[src/rtl/mmio_uart_bridge.sv]
// Data-bus decoder: a 4 KiB MMIO window holds a UART TX FIFO, status and RX sample registers.
// Optional CLINT-style mtime/mtimecmp timer is built when MMIO_CLINT_EN is defined.
module mmio_uart_bridge #(
  parameter logic [63:0] UART_BASE  = 64'h0000_0000_1000_0000,
  parameter int          FIFO_DEPTH = 8
) (
  input  logic        clk,
  input  logic        rst_n,
  input  logic        cpu_en,
  input  logic [7:0]  cpu_we,
  input  logic [63:0] cpu_addr,
  input  logic [63:0] cpu_wdata,
  output logic [63:0] cpu_rdata,
  output logic        sram_en,
  output logic [7:0]  sram_we,
  output logic [63:0] sram_addr,
  output logic [63:0] sram_wdata,
  input  logic [63:0] sram_rdata,
  input  logic        tx_ready,
  output logic        uart_out_valid,
  output logic [7:0]  uart_out_ch,
  output logic        uart_in_valid,
  input  logic [7:0]  uart_in_ch,
  output logic        timer_int
);
  localparam int PW = $clog2(FIFO_DEPTH);
  localparam int CW = PW + 1;
  localparam logic [CW-1:0] DEPTH_C = CW'(FIFO_DEPTH);

  logic          hit;
  logic          is_rd;
  logic [8:0]    idx;
  logic          sel_mmio;
  logic [63:0]   mmio_rd;
  logic [63:0]   mmio_rdata_q;

  logic [7:0]    fifo_mem [FIFO_DEPTH];
  logic [PW-1:0] rd_ptr;
  logic [PW-1:0] wr_ptr;
  logic [CW-1:0] count;
  logic          empty;
  logic          full;
  logic          pop;
  logic          push_req;
  logic          push_ok;
  logic          ovf;
  logic          ovf_set;
  logic          ovf_clr;

  assign hit   = cpu_en & (cpu_addr[63:12] == UART_BASE[63:12]);
  assign idx   = cpu_addr[11:3];
  assign is_rd = hit & (cpu_we == 8'h00);

  assign sram_en    = cpu_en & ~hit;
  assign sram_we    = hit ? 8'h00 : cpu_we;
  assign sram_addr  = cpu_addr;
  assign sram_wdata = cpu_wdata;

  assign cpu_rdata     = sel_mmio ? mmio_rdata_q : sram_rdata;
  assign uart_in_valid = is_rd & (idx == 9'd2);

  // uart_out: one character transfers on every cycle uart_out_valid is high;
  // tx_ready, sampled in the cycle before, is the only back-pressure.
  assign empty    = (count == '0);
  assign full     = (count == DEPTH_C);
  assign pop      = ~empty & tx_ready;
  assign push_req = hit & (idx == 9'd0) & cpu_we[0];
  assign push_ok  = push_req & (~full | pop);
  assign ovf_set  = push_req & ~push_ok;
  assign ovf_clr  = hit & (idx == 9'd1) & cpu_we[0] & cpu_wdata[2];

`ifdef MMIO_CLINT_EN
  logic [63:0] mtime;
  logic [63:0] mtimecmp;

  function automatic logic [63:0] merge_bytes(input logic [63:0] old_v,
                                              input logic [63:0] new_v,
                                              input logic [7:0]  be);
    logic [63:0] r;
    r = old_v;
    for (int i = 0; i < 8; i++) begin
      if (be[i]) r[i*8 +: 8] = new_v[i*8 +: 8];
    end
    return r;
  endfunction

  always_ff @(posedge clk or negedge rst_n) begin
    if (!rst_n) begin
      mtime     <= '0;
      mtimecmp  <= '1;
      timer_int <= 1'b0;
    end else begin
      timer_int <= (mtime >= mtimecmp);
      if (hit && idx == 9'd3 && cpu_we != 8'h00) mtime <= merge_bytes(mtime, cpu_wdata, cpu_we);
      else                                       mtime <= mtime + 64'd1;
      if (hit && idx == 9'd4) mtimecmp <= merge_bytes(mtimecmp, cpu_wdata, cpu_we);
    end
  end
`else
  assign timer_int = 1'b0;
`endif

  always_comb begin
    mmio_rd = '0;
    case (idx)
      9'd1:    mmio_rd = {61'd0, ovf, empty, full};
      9'd2:    mmio_rd = {56'd0, uart_in_ch};
`ifdef MMIO_CLINT_EN
      9'd3:    mmio_rd = mtime;
      9'd4:    mmio_rd = mtimecmp;
`endif
      default: mmio_rd = '0;
    endcase
  end

  // FIFO storage carries no reset; clearing the pointers discards its contents.
  always_ff @(posedge clk) begin
    if (push_ok) fifo_mem[wr_ptr] <= cpu_wdata[7:0];
  end

  always_ff @(posedge clk or negedge rst_n) begin
    if (!rst_n) begin
      rd_ptr         <= '0;
      wr_ptr         <= '0;
      count          <= '0;
      ovf            <= 1'b0;
      uart_out_valid <= 1'b0;
      uart_out_ch    <= '0;
      sel_mmio       <= 1'b0;
      mmio_rdata_q   <= '0;
    end else begin
      sel_mmio       <= hit;
      mmio_rdata_q   <= mmio_rd;
      uart_out_valid <= pop;
      if (pop) begin
        rd_ptr      <= rd_ptr + 1'b1;
        uart_out_ch <= fifo_mem[rd_ptr];
      end
      if (push_ok) wr_ptr <= wr_ptr + 1'b1;
      case ({push_ok, pop})
        2'b10:   count <= count + 1'b1;
        2'b01:   count <= count - 1'b1;
        default: count <= count;
      endcase
      // An overflow in the same cycle as a clear keeps the flag set.
      if (ovf_set)      ovf <= 1'b1;
      else if (ovf_clr) ovf <= 1'b0;
    end
  end

endmodule

[config.mk]
export PLATFORM = sky130hd
export DESIGN_NAME = mmio_uart_bridge
export DESIGN_NICKNAME = d
export VERILOG_FILES = /design/src/rtl/mmio_uart_bridge.sv
export SDC_FILE = /design/constraint.sdc
export NUM_CORES = 1
export LEC_CHECK = 0
export CORE_AREA = 2 2 163 165
export CTS_BUF_LIST = sky130_fd_sc_hd__clkbuf_16
export CTS_CLUSTER_DIAMETER = 80
export CTS_CLUSTER_SIZE = 10
export DETAILED_ROUTE_END_ITERATION = 10
export DIE_AREA = 0 0 165 167
export PLACE_DENSITY = 0.62
export SYNTH_ARGS = -nofsm -noshare
export SYNTH_HDL_FRONTEND = slang
export SYNTH_SLANG_ARGS = --single-unit
[constraint.sdc]
create_clock -name clk -period 6.9 [get_ports clk]
set_clock_uncertainty 0.2 [all_clocks]
set_input_delay 1.035 -clock clk [delete_from_list [all_inputs] [get_ports clk]]
set_output_delay 1.035 -clock clk [all_outputs]
set_load 0.1 [all_outputs]
Yosys cells after proc, flatten, opt, wreduce, memory -nomap -nowiden
Memory sizes are Yosys's and may differ from the RTL's. A register that Yosys moved wholly into a read port is not among the register bits. Cells that the tools add are included.

Memories: 1. Bits in latches: 0. Word-level logic and storage cells: 49. Output and inout bits: 212. Input port bits: 212. Memory bits (read-only): 0. Flip-flop bits (word level): 77. RAM bits: 64.

Multipliers: 0. Div/mod/pow operators: 0. Bitwise logic cells: 17. Shifts and indexed selects: 0. Add/subtract/negate cells: 4. Reduce and logical (&&, ||, !) cells: 6. Muxes and demuxes: 8. Magnitude comparators: 0. Eq/ne operators: 6.

Memories: fifo_mem (words 8, width 8, rd ports 1, clocked after memory_dff 1, write ports 1, RTL line 37) `logic [7:0] fifo_mem [FIFO_DEPTH];`.

Operators by type and width (count): 2-to-1 mux 64 bit (1); equality test 52 x 17 -> 1 bit, second input constant (1); one-hot mux 8 bit (2 select lines) (1); AND 1 bit (12); equality test 9 x 1 -> 1 bit, second input constant (1); equality test 9 x 2 -> 1 bit, second input constant (1); logical NOT 9 bit (1); logical NOT 8 bit (1); 2-to-1 mux 8 bit (1); one-hot mux 4 bit (2 select lines) (1); adder 3 x 1 -> 3 bit, second input constant (2); adder 4 x 1 -> 4 bit, second input constant (1); equality test 4 bit, second input constant (1); logical NOT 4 bit (1); 2-to-1 mux 1 bit (4); inverter 1 bit (4); nonzero test 2 bit (2); subtractor 4 x 1 -> 4 bit, second input constant (1); equality test 2 x 1 -> 1 bit, second input constant (1); equality test 2 bit, second input constant (1); logical NOT 1 bit (1); bitwise OR 1 bit (1).

Logic depth before layout (Yosys ltp)
Word-level depth: 8. Gate-level depth with buffers: 12. Depth with buffers taken out: 12.

Least setup slack after synthesis
Ideal clock, no wire load.

Path kind: input-to-output. From: input cpu_addr[13]. To: output uart_in_valid. Required time: 5665 ps. Slack: 2733 ps. Buffers on the path: 1. Stages on the path: 5. Arrival time: 2932 ps. Path through: nor4_2 -> nand4_1 -> nor4_4 -> buf_2 -> and4_1.

Cells in the longest elaborated chain, start to end: 4.

Ends and longest elaborated chain: from (decl) (RTL line 11) `input logic [63:0] cpu_addr,`; equality test 52 x 17 -> 1 bit (RTL line 50) `assign hit = cpu_en & (cpu_addr[63:12] == UART_BASE[63:12]);`; AND 1 bit (RTL line 50); named net hit (RTL line 30) `logic hit;`; AND 1 bit (RTL line 52) `assign is_rd = hit & (cpu_we == 8'h00);`; AND 1 bit (RTL line 60) `assign uart_in_valid = is_rd & (idx == 9'd2);`; to (decl) (RTL line 22) `output logic uart_in_valid,`.

The timed path passes the listed nets, and every way through them passes these cells.

Worst setup path in the final report
From: input cpu_addr[53]. To: output sram_we[7].

Cells in the longest elaborated chain, start to end: 3.

Ends and longest elaborated chain: equality test 52 x 17 -> 1 bit (RTL line 50); AND 1 bit (RTL line 50); 2-to-1 mux 8 bit (RTL line 55) `assign sram_we = hit ? 8'h00 : cpu_we;`; to (decl) (RTL line 15) `output logic [7:0] sram_we,`.

Every way passes these cells.

==> results by group <==
Power and ir drop
  • Power Density: 269 nW/um^2
  • Leakage: 0.00297 uW
  • Worst vdd ir: 0.262 mV

Global routing
  • First-pass GRT wire length: 33.9 mm
  • Vias in the first global route: 4,265
  • Pin count of the biggest net entering global routing: 35
  • Initial antenna violation count: 7
  • Global-route usage over all layers: 18.0%
  • Gr ovfl total: 0

Final layout
  • Reg area: 2650 um^2
  • Layout area overhead: 50.4%
  • Fraction of layout cells with a size suffix above 1: 8.98%
  • Area of the multi-input gates: 1830 um^2
  • Final core occ: 32.3%
  • Fillers: 2,643
  • Nets: 869

STA
  • Fin. max-slew vios: 0
  • Tmin final: 5.52 ns
  • Hold_ws: 0.283 ns
  • Hold Vio Cnt, Final: 0
  • Unrepaired setup endpoints after global routing: false
  • Final worst-path cycle share: 80.0%
  • # setup viols final: 0
  • Achievable Freq: 181 MHz
  • Worst slew margin: 27.5%
  • Final setup TNS: 0 ns
  • Slew @ Worst Pin: 1.09 ns

Status
  • Status: finished clean

Clock tree
  • Worst-case clock buffer depth: 2
  • Worst skew pair latency: 0.35 ns
  • CTS resizes: 0
  • Hold buffer count at cts: 0
  • Post-CTS setup buffers: 0
  • Num CTS Buffers: 9
  • CTS H-tree depth: 3
  • Clock Sinks: 93
  • CTS root buf: clkbuf_16
  • Worst-path clk slew: 0.06 ns
  • CTS tree: done

Logic synthesis
  • Top cells by area, synth: edfxtp_1 35%, buf_4 18%, dfrtp_1 13%, nor2b_1 7.1%, mux4_2 6.5%
  • Ys flop type: edfxtp_1
  • YS warnings: 0
  • Largest area contributor in the netlist: edfxtp_1
  • Sequential fraction of the synthesis area: 47.9%
  • Register bit total from synthesis: 93
  • Synth Instances: 478
  • Synthesized area per cell: 11.6 um^2
  • Post-synth net total: 695
  • Distinct cell type count after synthesis: 48
  • Post-Syn Area: 5530 um^2
  • Share of Yosys cell area claimed by the top area cell type: 34.8%
  • Cell with the most instances after synthesis: buf_4
  • Commonest cells post-synth: 129 x buf_4, 64 x edfxtp_1, 63 x nor2b_1
  • Post-synth ARST share: 31.2%
  • Post-synth EDFFs: 64

Job
  • MaxCap Viol Count: 0

Place
  • Number of I/O port buffers: 304
  • GP Congestion: 0.888
  • DP HPWL: 22.0 mm

Floorplanning
  • IO Pins: 424
  • Row Count: 59
  • Die area: 27,600 um^2
  • Die height: 167 um
  • Core box area: 25,800 um^2
  • Starting density of the core: 21.5%
  • Chip Width: 165 um

Drt
  • Post-route ant nets: 0
  • Vias per cell: 4.21
  • Vias after detailed routing: 4,198
  • Wire per inst: 25.6 um
  • Routed WL: 25.5 mm
  • Detailed Routing Iterations Pass 1: 4
  • Number of DRC markers in iteration 0: 231
  • Post-route DRC: 0

Critical path
  • WP data arrival: 4.29 ns
  • Worst Setup Path Type: in2out
  • Startpoint Class: input pin
  • Crit. End Element: primary output
  • CP required: 5.66 ns
  • CP max FO: 16

Min path
  • Hold crit path type: reg2reg
flip-flops by register name, indices dropped and copies added (netlist names):
| register | flops |
|---|---|
| mmio_rdata_q | 8 |
| rd_ptr | 3 |
| uart_out_valid | 1 |
| uart_out_ch | 8 |
| sel_mmio | 1 |
| wr_ptr | 3 |
| ovf | 1 |
| count | 4 |
| fifo_mem | 64 |
final cells by class:
class	count	area share, %
antenna	4	0.120
clock buffer	9	2.71
clock inverter	7	0.888
inverter	7	0.316
multi-input combinational	232	22.0
sequential	93	31.9
tap	335	5.04
timing repair buffer	309	37.0
kinds of logic after synthesis:
kind of cell	after synthesis	synth area share, %
AND/OR/NAND/NOR	163	17.9
buffers and inverters	153	19.2
flip-flops	93	47.9
multiplexers	35	10.3
AO/OA/AOI/OAI	22	2.44
XOR/XNOR	6	0.951
adder cells (fa/ha/maj)	5	1.27
other	1	0.0678
worst paths after layout:
kind	startpoint	to	slack, ns	cells past startpoint
worst max-delay path	cpu_addr[53]	sram_we[7]	1.38	6
worst min-delay path	uart_out_ch[3]	uart_out_ch[3]	0.28	2
worst max register to register	count[1]	count[3]	3.03	11
worst min register to register	uart_out_ch[3]	uart_out_ch[3]	0.28	2
max in group asynchronous	rst_n	sel_mmio	5.28	2
min in group asynchronous	rst_n	uart_out_ch[7]	0.88	2
cell usage in the layout, fill, tap and decap left out, types with 2 or more instances in the layout:
cell             synthesis  routed
nor2b_1                 63      63
ha_1                     4       4
o21ai_0                 11      10
nand2b_1                 2       2
nand4_1                  8       8
nand3_1                  4       4
nor4b_1                  3       3
xor2_1                   2       2
nor3_2                   0       2
xnor2_1                  4       4
edfxtp_1                64      64
inv_1                    7       8
nand2_1                 26      26
nor4_2                   4       4
nor3_1                   6       4
mux2i_1                  9       9
mux4_2                  16      16
mux2_2                   9       9
a21oi_1                  4       4
buf_4                  129       6
nor4_1                  21      21
clkinvlp_4               0       3
clkbuf_16                0       9
dfrtp_1                 29      28
nor2_1                   8       8
clkdlybuf4s50_1          0     303
and2_1                   6       6
inv_6                    0       2
diode_2                  0       4
stage by stage:
step / instances / power (uW) / instance area [um^2] / setup WS (ns)
2_1_floorplan: 478 / 1640 / 5530 / 2.73
3_3_place_gp: 976 / 1750 / 8000 / 1.39
3_5_place_dp: 976 / 1760 / 8000 / 1.35
4_1_cts: 992 / 2260 / 8300 / 1.34
5_1_grt: 994 / 2320 / 8310 / 1.22
6_report: 996 / 2240 / 8310 / 1.38
metal layers:
metal	part of all wire (%)	global-route usage, %	vias to the layer above
met5	0.65	4.00	-
met4	0.99	4.05	4
met3	19	14.0	27
met2	45	27.5	233
met1	34	19.3	2013
li1	-	-	1921
worst max-delay path, cell delays in order:
cell             delay (ns)
clkdlybuf4s50_1        0.45
nor4_2                 0.46
nand4_1                0.35
nor4_4                 0.76
and2b_1                0.26
clkdlybuf4s50_1        0.96
report_power, final:
| group | total (uW) | internal (uW) | switching [uW] |
|---|---|---|---|
| Sequential | 728 | 639 | 88.7 |
| Clock | 499 | 282 | 217 |
| Combinational | 1010 | 343 | 666 |
Note: power is estimated with default switching activity, not from simulation.
